**config.mk**
```make
export PLATFORM = sky130hd
export DESIGN_NAME = mux_n_pipe_flat
export DESIGN_NICKNAME = d
export VERILOG_FILES = /design/src/rtl/pipe_pkg.sv /design/src/rtl/mux_n_pipe_if.sv /design/src/rtl/mux_n_pipe_skid_buf.sv /design/src/rtl/mux_n_pipe.sv /design/src/flat_wrapper.sv
export SDC_FILE = /design/constraint.sdc
export NUM_CORES = 1
export LEC_CHECK = 0
export ABC_CLOCK_PERIOD_IN_PS = 3100
export BUFFER_PORTS_ARGS = -buffer_cell sky130_fd_sc_hd__buf_2
export CAP_MARGIN = 20
export CORE_MARGIN = 5
export CORE_UTILIZATION = 49
export CTS_BUF_LIST = sky130_fd_sc_hd__clkbuf_8
export CTS_CLUSTER_DIAMETER = 50
export DETAILED_ROUTE_END_ITERATION = 10
export PLACE_DENSITY = 0.94
export SYNTH_ARGS = -nofsm -noshare
export SYNTH_HDL_FRONTEND = slang
export SYNTH_SLANG_ARGS = --single-unit
```
**constraint.sdc**
```tcl
create_clock -name clk -period 3.1 [get_ports clk]
set_input_delay 0.62 -clock clk [delete_from_list [all_inputs] [get_ports clk]]
set_output_delay 0.62 -clock clk [all_outputs]
set_load 0.05 [all_outputs]
```
**src/rtl/pipe_pkg.sv**
```systemverilog
// Shared Execute-stage definitions: datapath width, operand-mux channel indices
// and the packing helper used when a beat travels through a skid stage.
package pipe_pkg;

    localparam int DATA_W = 32;

    localparam int SEL_RS      = 0;
    localparam int SEL_FWD_MEM = 1;
    localparam int SEL_FWD_WB  = 2;
    localparam int SEL_IMM     = 3;

    // Width of one {err, sel, data} beat.
    function automatic int beat_w(input int width, input int sel_w);
        return width + sel_w + 1;
    endfunction

endpackage

```
**src/rtl/mux_n_pipe_if.sv**
```systemverilog
// Operand-select bus: producer side (in_*) and consumer side (out_*) with
// valid/ready handshakes on both.
interface mux_n_pipe_if
    import pipe_pkg::*;
#(
    parameter int WIDTH = DATA_W,
    parameter int N     = 4
);
    localparam int SEL_W = $clog2(N);

    logic [N*WIDTH-1:0] in_data;
    logic [SEL_W-1:0]   in_sel;
    logic               in_valid;
    logic               in_ready;
    logic [WIDTH-1:0]   out_data;
    logic [SEL_W-1:0]   out_sel;
    logic               out_err;
    logic               out_valid;
    logic               out_ready;

    modport master (
        output in_data, in_sel, in_valid, out_ready,
        input  in_ready, out_data, out_sel, out_err, out_valid
    );

    modport slave (
        input  in_data, in_sel, in_valid, out_ready,
        output in_ready, out_data, out_sel, out_err, out_valid
    );
endinterface

```
**src/rtl/mux_n_pipe_skid_buf.sv**
```systemverilog
// Generic 2-entry valid/ready register stage. The main entry drives the output;
// the skid entry absorbs the beat accepted in the cycle the consumer stalls.
module skid_buf #(
    parameter int W = 8
) (
    input  logic         clk,
    input  logic         rst,
    input  logic         flush,
    input  logic [W-1:0] in_data,
    input  logic         in_valid,
    output logic         in_ready,
    output logic [W-1:0] out_data,
    output logic         out_valid,
    input  logic         out_ready
);
    logic         main_valid_q, main_valid_d;
    logic         skid_valid_q, skid_valid_d;
    logic [W-1:0] main_data_q, main_data_d;
    logic [W-1:0] skid_data_q, skid_data_d;
    logic         accept;

    // Ready depends only on registered state, so out_ready never reaches in_ready.
    assign in_ready  = !skid_valid_q;
    assign accept    = in_valid && !skid_valid_q && !flush;
    assign out_data  = main_data_q;
    assign out_valid = main_valid_q;

    always_comb begin
        main_valid_d = main_valid_q;
        skid_valid_d = skid_valid_q;
        main_data_d  = main_data_q;
        skid_data_d  = skid_data_q;
        if (flush) begin
            main_valid_d = 1'b0;
            skid_valid_d = 1'b0;
        end else if (skid_valid_q) begin
            if (out_ready) begin
                main_data_d  = skid_data_q;
                skid_valid_d = 1'b0;
            end
        end else if (!main_valid_q || out_ready) begin
            main_valid_d = accept;
            if (accept) begin
                main_data_d = in_data;
            end
        end else if (accept) begin
            skid_valid_d = 1'b1;
            skid_data_d  = in_data;
        end
    end

    always_ff @(posedge clk or posedge rst) begin
        if (rst) begin
            main_valid_q <= 1'b0;
            skid_valid_q <= 1'b0;
            main_data_q  <= '0;
            skid_data_q  <= '0;
        end else begin
            main_valid_q <= main_valid_d;
            skid_valid_q <= skid_valid_d;
            main_data_q  <= main_data_d;
            skid_data_q  <= skid_data_d;
        end
    end
endmodule

```
**src/rtl/mux_n_pipe.sv**
```systemverilog
// N:1 Execute operand select with range check, registered through a skid stage.
// Out-of-range selects pass through as zero data with the error flag set.
module mux_n_pipe
    import pipe_pkg::*;
#(
    parameter int WIDTH = DATA_W,
    parameter int N     = 4
) (
    input  logic          clk,
    input  logic          rst,
    input  logic          flush,
    mux_n_pipe_if.slave   bus
);
    localparam int SEL_W = $clog2(N);
    localparam int PW    = beat_w(WIDTH, SEL_W);

    logic [WIDTH-1:0] chan [N];
    logic [N-1:0]     hit;
    logic [WIDTH-1:0] sel_data;
    logic             sel_err;
    logic [PW-1:0]    beat_out;

    for (genvar gi = 0; gi < N; gi++) begin : g_chan
        assign chan[gi] = bus.in_data[gi*WIDTH +: WIDTH];
        assign hit[gi]  = (bus.in_sel == SEL_W'(gi));
    end

    // hit is one-hot or empty; an empty vector means the index is out of range.
    always_comb begin
        sel_data = '0;
        for (int k = 0; k < N; k++) begin
            if (hit[k]) begin
                sel_data = chan[k];
            end
        end
    end

    assign sel_err = ~|hit;

    skid_buf #(
        .W(PW)
    ) u_skid (
        .clk       (clk),
        .rst       (rst),
        .flush     (flush),
        .in_data   ({sel_err, bus.in_sel, sel_data}),
        .in_valid  (bus.in_valid),
        .in_ready  (bus.in_ready),
        .out_data  (beat_out),
        .out_valid (bus.out_valid),
        .out_ready (bus.out_ready)
    );

    assign {bus.out_err, bus.out_sel, bus.out_data} = beat_out;
endmodule

```
**src/flat_wrapper.sv**
```systemverilog
// flat-port wrapper written by rule: the top's interface ports become plain ports
module mux_n_pipe_flat import pipe_pkg::*;
#(
    parameter int WIDTH = DATA_W,
    parameter int N     = 4
)
  (clk, rst, flush, bus_in_data, bus_in_sel, bus_in_valid, bus_out_ready, bus_in_ready, bus_out_data, bus_out_sel, bus_out_err, bus_out_valid);
  mux_n_pipe_if #(.WIDTH(WIDTH), .N(N)) bus_i ();
  input  logic clk;
  input  logic rst;
  input  logic flush;
  input wire logic [$bits(bus_i.in_data)-1:0] bus_in_data;
  input wire logic [$bits(bus_i.in_sel)-1:0] bus_in_sel;
  input wire logic [$bits(bus_i.in_valid)-1:0] bus_in_valid;
  input wire logic [$bits(bus_i.out_ready)-1:0] bus_out_ready;
  output wire logic [$bits(bus_i.in_ready)-1:0] bus_in_ready;
  output wire logic [$bits(bus_i.out_data)-1:0] bus_out_data;
  output wire logic [$bits(bus_i.out_sel)-1:0] bus_out_sel;
  output wire logic [$bits(bus_i.out_err)-1:0] bus_out_err;
  output wire logic [$bits(bus_i.out_valid)-1:0] bus_out_valid;
  assign bus_i.in_data = bus_in_data;
  assign bus_i.in_sel = bus_in_sel;
  assign bus_i.in_valid = bus_in_valid;
  assign bus_i.out_ready = bus_out_ready;
  assign bus_in_ready = bus_i.in_ready;
  assign bus_out_data = bus_i.out_data;
  assign bus_out_sel = bus_i.out_sel;
  assign bus_out_err = bus_i.out_err;
  assign bus_out_valid = bus_i.out_valid;
  mux_n_pipe #(.WIDTH(WIDTH), .N(N)) u_core (.clk(clk), .rst(rst), .flush(flush), .bus(bus_i));
endmodule
```
# Yosys cells after proc, flatten, opt, wreduce, memory -nomap -nowiden
# Index checks and enable logic that the tools add are counted.
[op_classes]
muxes = 16
eq_ne = 5
magnitude_cmp = 0
n_shift = 0
add_sub_neg = 0
div_mod_pow = 0
n_reduce_logical = 15
bitwise = 3
n_mul = 0
[op_table]
columns = ["cell", "n"]
rows = [
  ["35-bit two-way mux", 4],
  ["32-bit two-way mux", 4],
  ["1-bit two-way mux", 8],
  ["4-bit AND reduction", 2],
  ["2-bit nonzero test", 3],
  ["2-bit equality test (second input constant)", 2],
  ["1-bit logical NOT", 4],
  ["2-bit inequality test (second input constant)", 2],
  ["4-bit OR reduction", 1],
  ["1-bit NOT", 3],
  ["2-bit by 1-bit equality test with 1-bit output (second input constant)", 1],
  ["1-bit logical AND", 2],
  ["2-bit logical NOT", 1],
  ["2-bit AND reduction", 1],
  ["1-bit logical OR", 1],
]
[totals]
ram_bits = 0
output_inout_bits = 37
wordCells = 43
inputBits = 135
latch_bits = 0
romBits = 0
memories = 0
regBits = 72

# Logic depth before layout (Yosys ltp)
# Gate-level depths: netlist of run 1.
[depth]
ltp_word = 8
depth_mapped = 5
mapped_depth_nobuf = 3

# Hierarchy
# From an unflattened synthesis of run 1, not the netlist that was laid out.
[unflattened]
hier_cells = 240
area_unflattened_um2 = 3946.3
[modules_own_cells]
columns = ["module", "cells_each", "seq_area_each_um2", "area_each_um2", "n_inst"]
rows = [
  ["skid_buf", 200, 1801.7, 3128.0, 1],
  ["mux_n_pipe", 40, 0.0, 818.3, 1],
]

# Least setup slack after synthesis of run 1
# No wires, ideal clock.
[synth_timing]
path_kind = "input-to-reg"
startpoint = "input port bus_out_ready"
endpoint = "register u_core.u_skid.skid_data_q[18]"
setup_ps = 125
path_buffers = 2
path_stages = 4
required_ps = 2975
arrival_time_ps = 1804
slack_ps = 1170
cell_sequence = "buf_6 > nor4b_4 > buf_6 > mux2_4"
[synth_between]
elab_chain_len = 3
[synth_rtl]
columns = ["element", "line", "source"]
rows = [
  ["start: declaration", "flat_wrapper.sv:15", "input wire logic [$bits(bus_i.out_ready)-1:0] bus_out_ready;"],
  ["1-bit logical OR", "mux_n_pipe_skid_buf.sv:41", "end else if (!main_valid_q || out_ready) begin"],
  ["1-bit NOT (no line)", "--", ""],
  ["4-bit AND reduction (no line)", "--", ""],
  ["end signal: assignment", "mux_n_pipe_skid_buf.sv:62", "skid_data_q <= skid_data_d;"],
  ["end: declaration", "mux_n_pipe_skid_buf.sv:19", "logic [W-1:0] skid_data_q, skid_data_d;"],
]
# Every way passes these cells.
# A chain may end at the register's enable or synchronous reset.

# Final worst setup path of run 1
[layout_timing]
startpoint = "register u_core.u_skid.skid_valid_q"
endpoint = "register u_core.u_skid.main_data_q[33], in the netlist u_core.u_skid.out_data[33]"
[layout_between]
elab_chain_len = 5
word_cells_on_any_way = 8
classes_between = "1 x eq/ne; 1 x mux; 6 x reduce/logical"
[layout_rtl]
columns = ["element", "line", "source"]
rows = [
  ["start: declaration", "mux_n_pipe_skid_buf.sv:17", "logic skid_valid_q, skid_valid_d;"],
  ["start signal: assignment", "mux_n_pipe_skid_buf.sv:60", "skid_valid_q <= skid_valid_d;"],
  ["1-bit logical NOT", "mux_n_pipe_skid_buf.sv:24", "assign accept = in_valid && !skid_valid_q && !flush;"],
  ["1-bit logical AND (2 in a row)", "mux_n_pipe_skid_buf.sv:24", ""],
  ["2-bit nonzero test (no line)", "--", ""],
  ["4-bit AND reduction (no line)", "--", ""],
  ["end signal: assignment", "mux_n_pipe_skid_buf.sv:61", "main_data_q <= main_data_d;"],
  ["end: declaration", "mux_n_pipe_skid_buf.sv:18", "logic [W-1:0] main_data_q, main_data_d;"],
]
# Several ways; a longest one is shown, not always the timed one.

==> implementation parameters, run 1 <==
Parameter                              Value

Layout
  Most frequent cells in the layout ... sky130_fd_sc_hd__buf_2, sky130_fd_sc_hd__dfrtp_1, sky130_fd_sc_hd__mux4_2, sky130_fd_sc_hd__and4_1, sky130_fd_sc_hd__a221o_1
  Number of diodes ... 0
  Final Instance Count excl. Fillers ... 516
  Filler cell count ... 584
  Area overhead of the layout relative to synthesis ... 27.53%
  Total Nets Final ... 546
  Ratio of cells with drive above 1 in the final layout ... 63.77%
  Most common library cell in the layout ignoring fill and taps ... sky130_fd_sc_hd__buf_2

Placement
  IO buf count ... 171
  Dpl cells ... 502
  Pre-CTS setup slack ... 0.7116 ns
  HPWL after detailed placement ... 8062 um
  Final estimated routing congestion in global placement ... 0.7619

Critical path
  Data arrival time of the critical path ... 2.32 ns
  Kind of start point of the critical path ... flop
  Critical path class ... reg2reg
  Critical register-to-register path endpoint ... u_core.u_skid.out_data[33]
  Reg2Reg Setup Slack ... 0.99 ns
  Launching point of the worst reg2reg path ... u_core.u_skid.skid_valid_q
  Worst reg2reg path depth ... 3
  Required time of the critical path ... 3.32 ns
  Kind of cell with the highest combined delay on the critical path ... compound AO/OA/AOI/OAI gates
  Launch point of the critical path ... u_core.u_skid.skid_valid_q
  Sum of buffers and inverters on the critical path ... 0
  Crit-path slowest cell ... sky130_fd_sc_hd__o221ai_4
  Critical-path maximum fanout ... 35
  Worst setup EP type ... flop
  Delay contributed by the slowest stage of the critical path ... 0.81 ns
  Crit path cell chain ... nor2_1 -> o221ai_4 -> mux2_2

Drt
  Sum of routed wire length over all layers ... 10620 um
  Initial detailed-routing violation count ... 158
  Antenna violation net count after detailed routing ... 0
  Routed vias/inst ... 5.983
  Routed len/inst ... 20.59 um
  Routed via count ... 3087
  DRC violation count after routing ... 0
  Number of detailed-route iterations in the first pass ... 4

Clock tree
  Hold buffer count at CTS ... 0
  Clk Latency, worst-skew pair ... 0.33 ns
  Clock tree from TritonCTS ... yes
  Buffer count from post-CTS setup fixing ... 0
  Clock sink count ... 72
  Gates resized, CTS repair ... 0
  Number of buffers added by the clock tree synthesis step ... 9
  Clock slew seen by the registers of the worst setup and hold paths ... 0.07 ns
  CTS max path bufs ... 2
  CTS root buf ... sky130_fd_sc_hd__clkbuf_8
  H-tree levels ... 3

Timing
  Final clock skew ... 0.007600 ns
  Final Hold Violating Endpoints ... 0
  Fin crit period ... 2.109 ns
  Final total negative setup slack ... 0 ns
  Worst setup slack after layout ... 0.9905 ns
  Slew Limit Headroom ... 34.03%
  Setup repair after global routing missed its margin ... no
  Pins Over Slew Limit ... 0
  Least-Margin Pin Slew ... 0.9895 ns
  Setup violation total in the final timing report ... 0
  Maximum clock rate ... 474.1 MHz
  Worst hold slack ... 0.4176 ns
  Final cycle utilization of the critical path ... 68.05%

GRT
  GRT overflow ... 0
  Gr usage total ... 22.23%
  Antenna violations before repair ... 0
  Pin count of the biggest net entering global routing ... 39
  Number of global-route vias before repair ... 3532
  Global-route wire length before repair ... 17260 um

Power and ir drop
  Leakage power ... 2.364 nW
  Overall Power ... 2.871 mW
  Highest ir drop seen on vdd ... 0.3492 mV
  Power density over cell area ... 580.7 nW/um^2

Synth
  Part of the Yosys area used for sequential elements ... 46.48%
  Summed instance area of the synthesized netlist ... 3876 sq um
  Cell accounting for the most synthesized area ... sky130_fd_sc_hd__dfrtp_1
  Flip-flop and latch count after synthesis ... 72
  Post-synth top area share ... 46.48%
  Synth warnings ... 0
  Post-Syn Nets ... 385
  Main area contributors after synthesis ... sky130_fd_sc_hd__dfrtp_1, sky130_fd_sc_hd__mux4_2, sky130_fd_sc_hd__a221o_1
  Post-Synthesis Mean Instance Area ... 15.50 sq um
  Count of distinct cell types in the synthesized netlist ... 22
  Post-Syn Instances ... 250

Die
  Top-level I/O count ... 172
  Floorplan Core Area ... 7727 sq um
  Die Wd ... 98.94 um
  Total Die Area ... 9789 sq um
  Height of the die ... 98.94 um
  Effective utilization at floorplan ... 50.16%
  Row cnt ... 32

Outcome
  Result of the run ... completed

Flow run
  Max Cap Violations ... 0

Hold path
  Hold Path Class ... in2async
## sequential cells by signal (all words and copies together) (netlist names)
| name | flops |
|---|---|
| u_core.u_skid.out_data | 35 |
| u_core.u_skid.skid_data_q | 35 |
| u_core.u_skid.out_valid | 1 |
| u_core.u_skid.skid_valid_q | 1 |
## cell type report
cell class | instances | area (sq um) | area share [%]
inverters | 4 | 15.01 | 0.3037
repair buffers | 178 | 920.9 | 18.63
multi-input cells | 146 | 1906 | 38.55
flip-flops and latches | 72 | 1802 | 36.45
clock buffers | 12 | 165.2 | 3.341
well taps | 102 | 127.6 | 2.582
clock inverters | 2 | 7.507 | 0.1519
## kinds of logic after synthesis
logic type	after synthesis	share of synthesized area, %
simple gates	38	8.651
mux	70	30.60
flops	72	46.48
buf+inv	32	4.809
compound gates	38	9.458
## stage by stage
| stage | area, sq um | utilization [%] |
|---|---|---|
| after floorplan | 3876 | - |
| after global placement | 4771 | 61.74 |
| after detailed placement | 4771 | 61.74 |
| after CTS | 4943 | 63.97 |
| after global routing | 4943 | 63.97 |
| final | 4943 | 63.97 |
## metal layers
metal / share of wire, % / global-route usage (%) / vias to the layer above
li1: - / - / 1360
met1: 36 / 25.38 / 1527
met2: 54 / 38.95 / 169
met3: 7.4 / 5.379 / 31
met4: 3.1 / 10.71 / 0
met5: 0 / 0 / -
## where the power goes
group / internal [mW] / switching [mW] / leakage (nW)
registers: 1.16 / 0.127 / 0.893
clock network: 0.342 / 0.305 / 0.0969
logic: 0.388 / 0.549 / 1.37
## cell usage after synthesis, drive strengths merged
master   count
a21oi        1
a221o       32
and4        32
buf         16
clkbuf      12
dfrtp       72
inv          4
mux2        38
mux4        32
nand2        2
nand2b       1
nor2         1
nor2b        1
nor4b        1
o2111a       1
o21ai        1
o21bai       1
o221ai       1
o2bb2ai      1
## worst reg2reg max path: cells and delay by family, from the launching register on
family,cells,cell delay [ns]
and+or+nand+nor,1,0.17
DFF,1,0.58
muxes,1,0.43
AOI/OAI and AO/OA,1,0.81
## worst max-delay path by stage
| stage | end | slack [ns] | depth (start not counted) |
|---|---|---|---|
| 6_report | u_core.u_skid.out_data[33] | 0.99 | 3 |
| 5_1_grt | u_core.u_skid.out_data[32] | 0.87 | 3 |
| 4_1_cts | u_core.u_skid.out_data[33] | 1.01 | 3 |
| 3_5_place_dp | u_core.u_skid.out_data[18] | 0.71 | 5 |
| 3_3_place_gp | u_core.u_skid.out_data[17] | 0.83 | 5 |
| 2_1_floorplan | u_core.u_skid.out_data[0] | 0.66 | 1 |
(Power assumes the default switching activity.)
==> run 2, diff against run 1 <==
--- a/config.mk
+++ b/config.mk
@@ -5,7 +5,7 @@
 export SDC_FILE = /design/constraint.sdc
 export NUM_CORES = 1
 export LEC_CHECK = 0
-export ABC_CLOCK_PERIOD_IN_PS = 3100
+export ABC_CLOCK_PERIOD_IN_PS = 2000
 export BUFFER_PORTS_ARGS = -buffer_cell sky130_fd_sc_hd__buf_2
 export CAP_MARGIN = 20
 export CORE_MARGIN = 5
==> constraint.sdc (replaced) <==
create_clock -name clk -period 2 [get_ports clk]
set_input_delay 0.4 -clock clk [delete_from_list [all_inputs] [get_ports clk]]
set_output_delay 0.4 -clock clk [all_outputs]
set_load 0.05 [all_outputs]
==> run 2 against run 1 <==
Sequential cell count stayed put. Total power is 58% higher. Largest power group unchanged. First-iteration DRC count is 36% lower. Highest routed layer is now met5. Count of clock-buffer cells in the layout is 2 lower. Final area is 2.6% higher. Clock skew is 0.00071 ns lower. Clock power is 68% higher. Hold slack worse by 0.25 ns. Global-route usage is 0.57 points lower.
==> implementation parameters, run 2 (same netlist as run 1, synthesis figures left out) <==
Parameter                              Value

Outcome
  Result of the run ... completed

Clock tree
  Buffer count from post-CTS setup fixing ... 0
  Clk Latency, worst-skew pair ... 0.32 ns
  Clock slew seen by the registers of the worst setup and hold paths ... 0.07 ns
  CTS max path bufs ... 2
  CTS root buf ... sky130_fd_sc_hd__clkbuf_8
  H-tree levels ... 3
  Number of buffers added by the clock tree synthesis step ... 9
  Clock tree from TritonCTS ... yes
  Clock sink count ... 72
  Gates resized, CTS repair ... 0
  Hold buffer count at CTS ... 0

Critical path
  Kind of start point of the critical path ... flop
  Worst setup EP type ... flop
  Critical path class ... reg2reg
  Required time of the critical path ... 2.20 ns
  Data arrival time of the critical path ... 1.93 ns
  Critical-path maximum fanout ... 20

Power and ir drop
  Net Sw Frac ... 33.76%
  Leakage power ... 2.419 nW
  Power density over cell area ... 895.0 nW/um^2
  Highest ir drop seen on vdd ... 0.4538 mV
  Internal power contribution ... 3.007 mW
  Relative contribution of combinational cells to total power ... 32.2%
  Part of the total power dissipated in sequential elements ... 43.7%
  Switching power ... 1.533 mW
  Clock power share ... 24.1%

Layout
  Most frequent cells in the layout ... sky130_fd_sc_hd__buf_2, sky130_fd_sc_hd__dfrtp_1, sky130_fd_sc_hd__mux4_2, sky130_fd_sc_hd__and4_1, sky130_fd_sc_hd__a221o_1
  Most common library cell in the layout ignoring fill and taps ... sky130_fd_sc_hd__buf_2
  Number of diodes ... 0
  Total Nets Final ... 554
  Area used by sequential logic in the layout ... 1802 sq um
  Area overhead of the layout relative to synthesis ... 30.86%
  Filler cell count ... 563
  Ratio of cells with drive above 1 in the final layout ... 64.54%
  Area used by multi-input combinational logic ... 1906 sq um
  Final Instance Count excl. Fillers ... 525

Die
  Top-level I/O count ... 172
  Die Wd ... 98.94 um
  Total Die Area ... 9789 sq um
  Floorplan Core Area ... 7727 sq um
  Height of the die ... 98.94 um
  Effective utilization at floorplan ... 50.16%
  Row cnt ... 32

GRT
  GRT overflow ... 0
  Global-route wire length before repair ... 16820 um
  Pin count of the biggest net entering global routing ... 73
  Antenna violations before repair ... 1
  Gr usage total ... 21.66%
  Number of global-route vias before repair ... 3484

Timing
  Final Hold Violating Endpoints ... 0
  Final total negative setup slack ... 0 ns
  Maximum clock rate ... 580.1 MHz
  Least-Margin Pin Slew ... 0.3826 ns
  Pins Over Slew Limit ... 0
  Setup violation total in the final timing report ... 0
  Fin crit period ... 1.724 ns
  Final cycle utilization of the critical path ... 86.19%
  Slew Limit Headroom ... 74.50%
  Setup repair after global routing missed its margin ... no
  Final clock skew ... 0.006886 ns

Hold path
  Hold Path Class ... in2async

Drt
  Routed vias/inst ... 5.907
  Uppermost routed layer ... met5
  Antenna violation net count after detailed routing ... 0
  Met1 layer wirelength in the final routing ... 3861 um
  DRC violation count after routing ... 0
  Initial detailed-routing violation count ... 101
  Sum of routed wire length over all layers ... 10490 um
  Total met2 wirelength after detailed routing ... 5666 um
  Met3 routed WL ... 773 um
  Routed via count ... 3101
  Number of detailed-route iterations in the first pass ... 6
  Routed len/inst ... 19.97 um

Placement
  IO buf count ... 171
  Dpl cells ... 510
  Final estimated routing congestion in global placement ... 0.7678
  HPWL after detailed placement ... 7887 um

Flow run
  Max Cap Violations ... 0
run 2: cell types whose count changed in the layout (fill, tap and decap cells not counted), sizes merged:
| cell | delta |
|---|---|
| clkinv | +1 |
| inv | -1 |
| buf | +8 |
| bufinv | +1 |
| clkbuf | -2 |
| clkinvlp | +2 |
run 2: area by class of cell:
cell class,instances,area share [%]
flip-flops and latches,72,35.52
repair buffers,186,20.33
multi-input cells,146,37.57
well taps,102,2.516
clock buffers,10,2.713
clock inverters,5,0.9867
inverters,4,0.3700
run 2: routing by layer:
| metal | global-route usage, % | up-vias |
|---|---|---|
| met3 | 4.459 | 16 |
| met2 | 37.96 | 158 |
| met5 | 0 | - |
| met4 | 9.874 | 2 |
| li1 | - | 1385 |
| met1 | 25.49 | 1540 |
run 2: final timing paths:
check	slack (ns)	endpoint	startpoint	cells past startpoint
min in group clk	0.30	u_core.u_skid.out_valid	flush	2
worst max-delay path	0.28	u_core.u_skid.out_data[19]	u_core.u_skid.skid_valid_q	5
max in group asynchronous	1.52	u_core.u_skid.out_data[20]	rst	3
worst max register to register	0.28	u_core.u_skid.out_data[19]	u_core.u_skid.skid_valid_q	5
worst min register to register	0.50	u_core.u_skid.skid_data_q[34]	u_core.u_skid.skid_data_q[34]	1
worst min-delay path	0.16	u_core.u_skid.out_data[3]	rst	3
run 2: stage by stage:
stage	hold slack (ns)	utilization (%)	power [mW]	cell area (sq um)	setup WS [ns]
after floorplan	0.4631	-	3.013	3880	0.1510
after global placement	0.4817	63.21	3.401	4885	0.2788
after detailed placement	0.4863	63.21	3.477	4885	0.2259
after CTS	0.1729	65.64	4.579	5072	0.2941
after global routing	0.1897	65.64	4.758	5072	0.2063
final	0.1635	65.64	4.540	5072	0.2762
run 2: worst max-delay path: stages, from the launching register on:
cell	delay, ns
sky130_fd_sc_hd__dfrtp_1	0.42
sky130_fd_sc_hd__buf_4	0.19
sky130_fd_sc_hd__nor2_1	0.23
sky130_fd_sc_hd__o221ai_4	0.15
sky130_fd_sc_hd__buf_4	0.23
sky130_fd_sc_hd__a221o_1	0.37
run 2: power by group through the flow:
stage / sequential, mW / combinational [mW] / clock (mW)
4_1_cts: 1.98 / 1.47 / 1.12
2_1_floorplan: 2.42 / 0.593 / 0
6_report: 1.98 / 1.46 / 1.09
3_5_place_dp: 2.00 / 1.48 / 0
3_3_place_gp: 1.98 / 1.42 / 0
5_1_grt: 2.02 / 1.55 / 1.19
==> run 3, diff against run 2 <==
--- a/config.mk
+++ b/config.mk
@@ -9,11 +9,12 @@
 export BUFFER_PORTS_ARGS = -buffer_cell sky130_fd_sc_hd__buf_2
 export CAP_MARGIN = 20
 export CORE_MARGIN = 5
-export CORE_UTILIZATION = 49
+export CORE_UTILIZATION = 31
 export CTS_BUF_LIST = sky130_fd_sc_hd__clkbuf_8
 export CTS_CLUSTER_DIAMETER = 50
 export DETAILED_ROUTE_END_ITERATION = 10
-export PLACE_DENSITY = 0.94
+export PLACE_DENSITY = 0.67
 export SYNTH_ARGS = -nofsm -noshare
 export SYNTH_HDL_FRONTEND = slang
+export SYNTH_HIERARCHICAL = 1
 export SYNTH_SLANG_ARGS = --single-unit
==> run 3 against run 2 <==
Maximum frequency down 4.7%. Register-to-register slack lost 0.07 ns. Worst setup slack worse by 0.086 ns. Sequential power grew 2%. Sequential share of layout area fell by 0.57 points. Critical path depth fell by 2. Critical path type is now reg2out.
==> implementation parameters, run 3 <==
Parameter                              Value

Timing
  Worst hold slack ... 0.1687 ns
  Fin crit period ... 1.810 ns
  Pins Over Slew Limit ... 0
  Final total negative setup slack ... 0 ns
  Final cycle utilization of the critical path ... 90.48%
  Setup violation total in the final timing report ... 0
  Setup repair after global routing missed its margin ... no
  Worst setup slack after layout ... 0.1904 ns
  Final clock skew ... 0.006465 ns
  Maximum clock rate ... 552.6 MHz
  Final Hold Violating Endpoints ... 0

Drt
  Initial detailed-routing violation count ... 73
  Number of detailed-route iterations in the first pass ... 3
  DRC violation count after routing ... 0
  Routed via count ... 2793
  Routed vias/inst ... 4.734
  Routed len/inst ... 16.05 um
  Antenna violation net count after detailed routing ... 0
  Sum of routed wire length over all layers ... 9468 um

Layout
  Ratio of cells with drive above 1 in the final layout ... 78.47%
  Most common library cell in the layout ignoring fill and taps ... sky130_fd_sc_hd__buf_2
  Final Instance Count excl. Fillers ... 590
  Total Nets Final ... 550
  Number of diodes ... 0
  Final core utilization ... 41.05%
  Non-Filler Cell Area, Final ... 5159 sq um
  Area overhead of the layout relative to synthesis ... 30.72%
  Most frequent cells in the layout ... sky130_fd_sc_hd__buf_2, sky130_fd_sc_hd__mux2_2, sky130_fd_sc_hd__dfrtp_1, sky130_fd_sc_hd__mux4_2, sky130_fd_sc_hd__clkbuf_8

Die
  Total Die Area ... 15090 sq um
  Die Wd ... 122.8 um
  Top-level I/O count ... 172
  Row cnt ... 41
  Floorplan Core Area ... 12570 sq um
  Height of the die ... 122.8 um
  Effective utilization at floorplan ... 31.40%

Clock tree
  CTS root buf ... sky130_fd_sc_hd__clkbuf_8
  Gates resized, CTS repair ... 0
  Clk Latency, worst-skew pair ... 0.34 ns
  H-tree levels ... 3
  CTS max path bufs ... 2
  Clock tree from TritonCTS ... yes
  Number of buffers added by the clock tree synthesis step ... 9
  Buffer count from post-CTS setup fixing ... 0
  Clock slew seen by the registers of the worst setup and hold paths ... 0.07 ns
  Hold buffer count at CTS ... 0
  Clock sink count ... 72

GRT
  Antenna violations before repair ... 0
  Number of global-route vias before repair ... 3156
  GRT overflow ... 0
  Global-route wire length before repair ... 15230 um
  Pin count of the biggest net entering global routing ... 73
  Gr usage total ... 13.04%

Synth
  Post-Synthesis Mean Instance Area ... 16.44 sq um
  Synth warnings ... 6
  Summed instance area of the synthesized netlist ... 3946 sq um
  Library cell with the highest instance count after synthesis ... sky130_fd_sc_hd__mux2_2
  Post-Syn Instances ... 240
  Number of enable-type register cells in the synthesized netlist ... 0
  Primary flip-flop cell chosen by synthesis mapping ... sky130_fd_sc_hd__dfrtp_1
  Part of the Yosys area used for sequential elements ... 45.66%
  Cell accounting for the most synthesized area ... sky130_fd_sc_hd__dfrtp_1
  Main area contributors after synthesis ... sky130_fd_sc_hd__dfrtp_1, sky130_fd_sc_hd__mux2_2, sky130_fd_sc_hd__mux4_2
  Asr flop ratio synth ... 100.0%
  Leading post-synthesis cells by instance count ... sky130_fd_sc_hd__mux2_2, sky130_fd_sc_hd__dfrtp_1, sky130_fd_sc_hd__mux4_2, sky130_fd_sc_hd__buf_2, sky130_fd_sc_hd__buf_6
  Post-synth top area share ... 45.66%
  Count of distinct cell types in the synthesized netlist ... 19
  Flip-flop and latch count after synthesis ... 72

Critical path
  Required time of the critical path ... 1.60 ns
  Worst reg2reg path depth ... 5
  Data arrival time of the critical path ... 1.41 ns
  Critical path class ... reg2out
  Critical register-to-register path endpoint ... u_core/u_skid/out_data[28]
  Reg2Reg Setup Slack ... 0.21 ns
  Critical-path maximum fanout ... 19
  Kind of start point of the critical path ... flop
  Worst setup EP type ... output port
  Launching point of the worst reg2reg path ... u_core/u_skid/skid_valid_q

Placement
  HPWL after detailed placement ... 6993 um
  IO buf count ... 171
  Pre-CTS setup slack ... 0.02381 ns
  Dpl cells ... 576
  Placed standard-cell area ... 5005 sq um
  Final estimated routing congestion in global placement ... 0.6923

Outcome
  Result of the run ... completed

Power and ir drop
  Power density over cell area ... 903.7 nW/um^2
  Leakage power ... 2.382 nW
  Overall Power ... 4.662 mW
  Highest ir drop seen on vdd ... 0.5083 mV

Flow run
  Max Cap Violations ... 0

Hold path
  Hold Path Class ... in2async
-- run 3: worst max path at each step --
stage,slack [ns],startpoint,end
2_1_floorplan,0.04,u_core/u_skid/out_valid,u_core/u_skid/out_data[16]
4_1_cts,0.13,u_core/u_skid/skid_valid_q,bus_in_ready
6_report,0.19,u_core/u_skid/skid_valid_q,bus_in_ready
3_3_place_gp,0.05,bus_in_sel[0],u_core/u_skid/out_data[31]
5_1_grt,0.11,u_core/u_skid/skid_valid_q,bus_in_ready
3_5_place_dp,0.02,bus_in_sel[0],u_core/u_skid/out_data[24]
-- run 3: cell type report --
cell class,instances,area [sq um]
clock buffer,10,137.6
clock inverter,4,16.27
fill,1211,7410
inverter,3,15.01
multi-input combinational,149,1986
sequential,72,1803
tap,172,215.2
timing repair buffer,180,985.9
-- run 3: logic make-up (layout without fill, tap and decap cells) --
logic type | Yosys count | after routing | share of synthesized area (%)
mux | 137 | 137 | 48.41
other cells | 1 | 2 | 0.09503
buf+inv | 20 | 197 | 4.122
compound gates | 3 | 3 | 0.7607
simple gates | 7 | 7 | 0.9513
flops | 72 | 72 | 45.66
-- run 3: critical path, stage by stage (launching register included) --
cell and delay, ns:
sky130_fd_sc_hd__dfrtp_2 0.41, sky130_fd_sc_hd__buf_4 0.22, sky130_fd_sc_hd__inv_1 0.15, sky130_fd_sc_hd__buf_2 0.28
-- run 3: report_power, final --
part | internal, mW | total [mW] | switching [mW]
Sequential | 1.84 | 2.02 | 0.178
Combinational | 0.691 | 1.68 | 0.992
Clock | 0.455 | 0.961 | 0.506
Total | 2.99 | 4.66 | 1.68
-- run 3: routing by layer --
metal | up-vias | wire [um] | global-route usage, %
met5 | - | 0 | 0
met4 | 0 | 159 | 5.458
met3 | 11 | 697 | 3.456
met2 | 93 | 4862 | 22.72
met1 | 1421 | 3748 | 15.12
li1 | 1268 | - | -
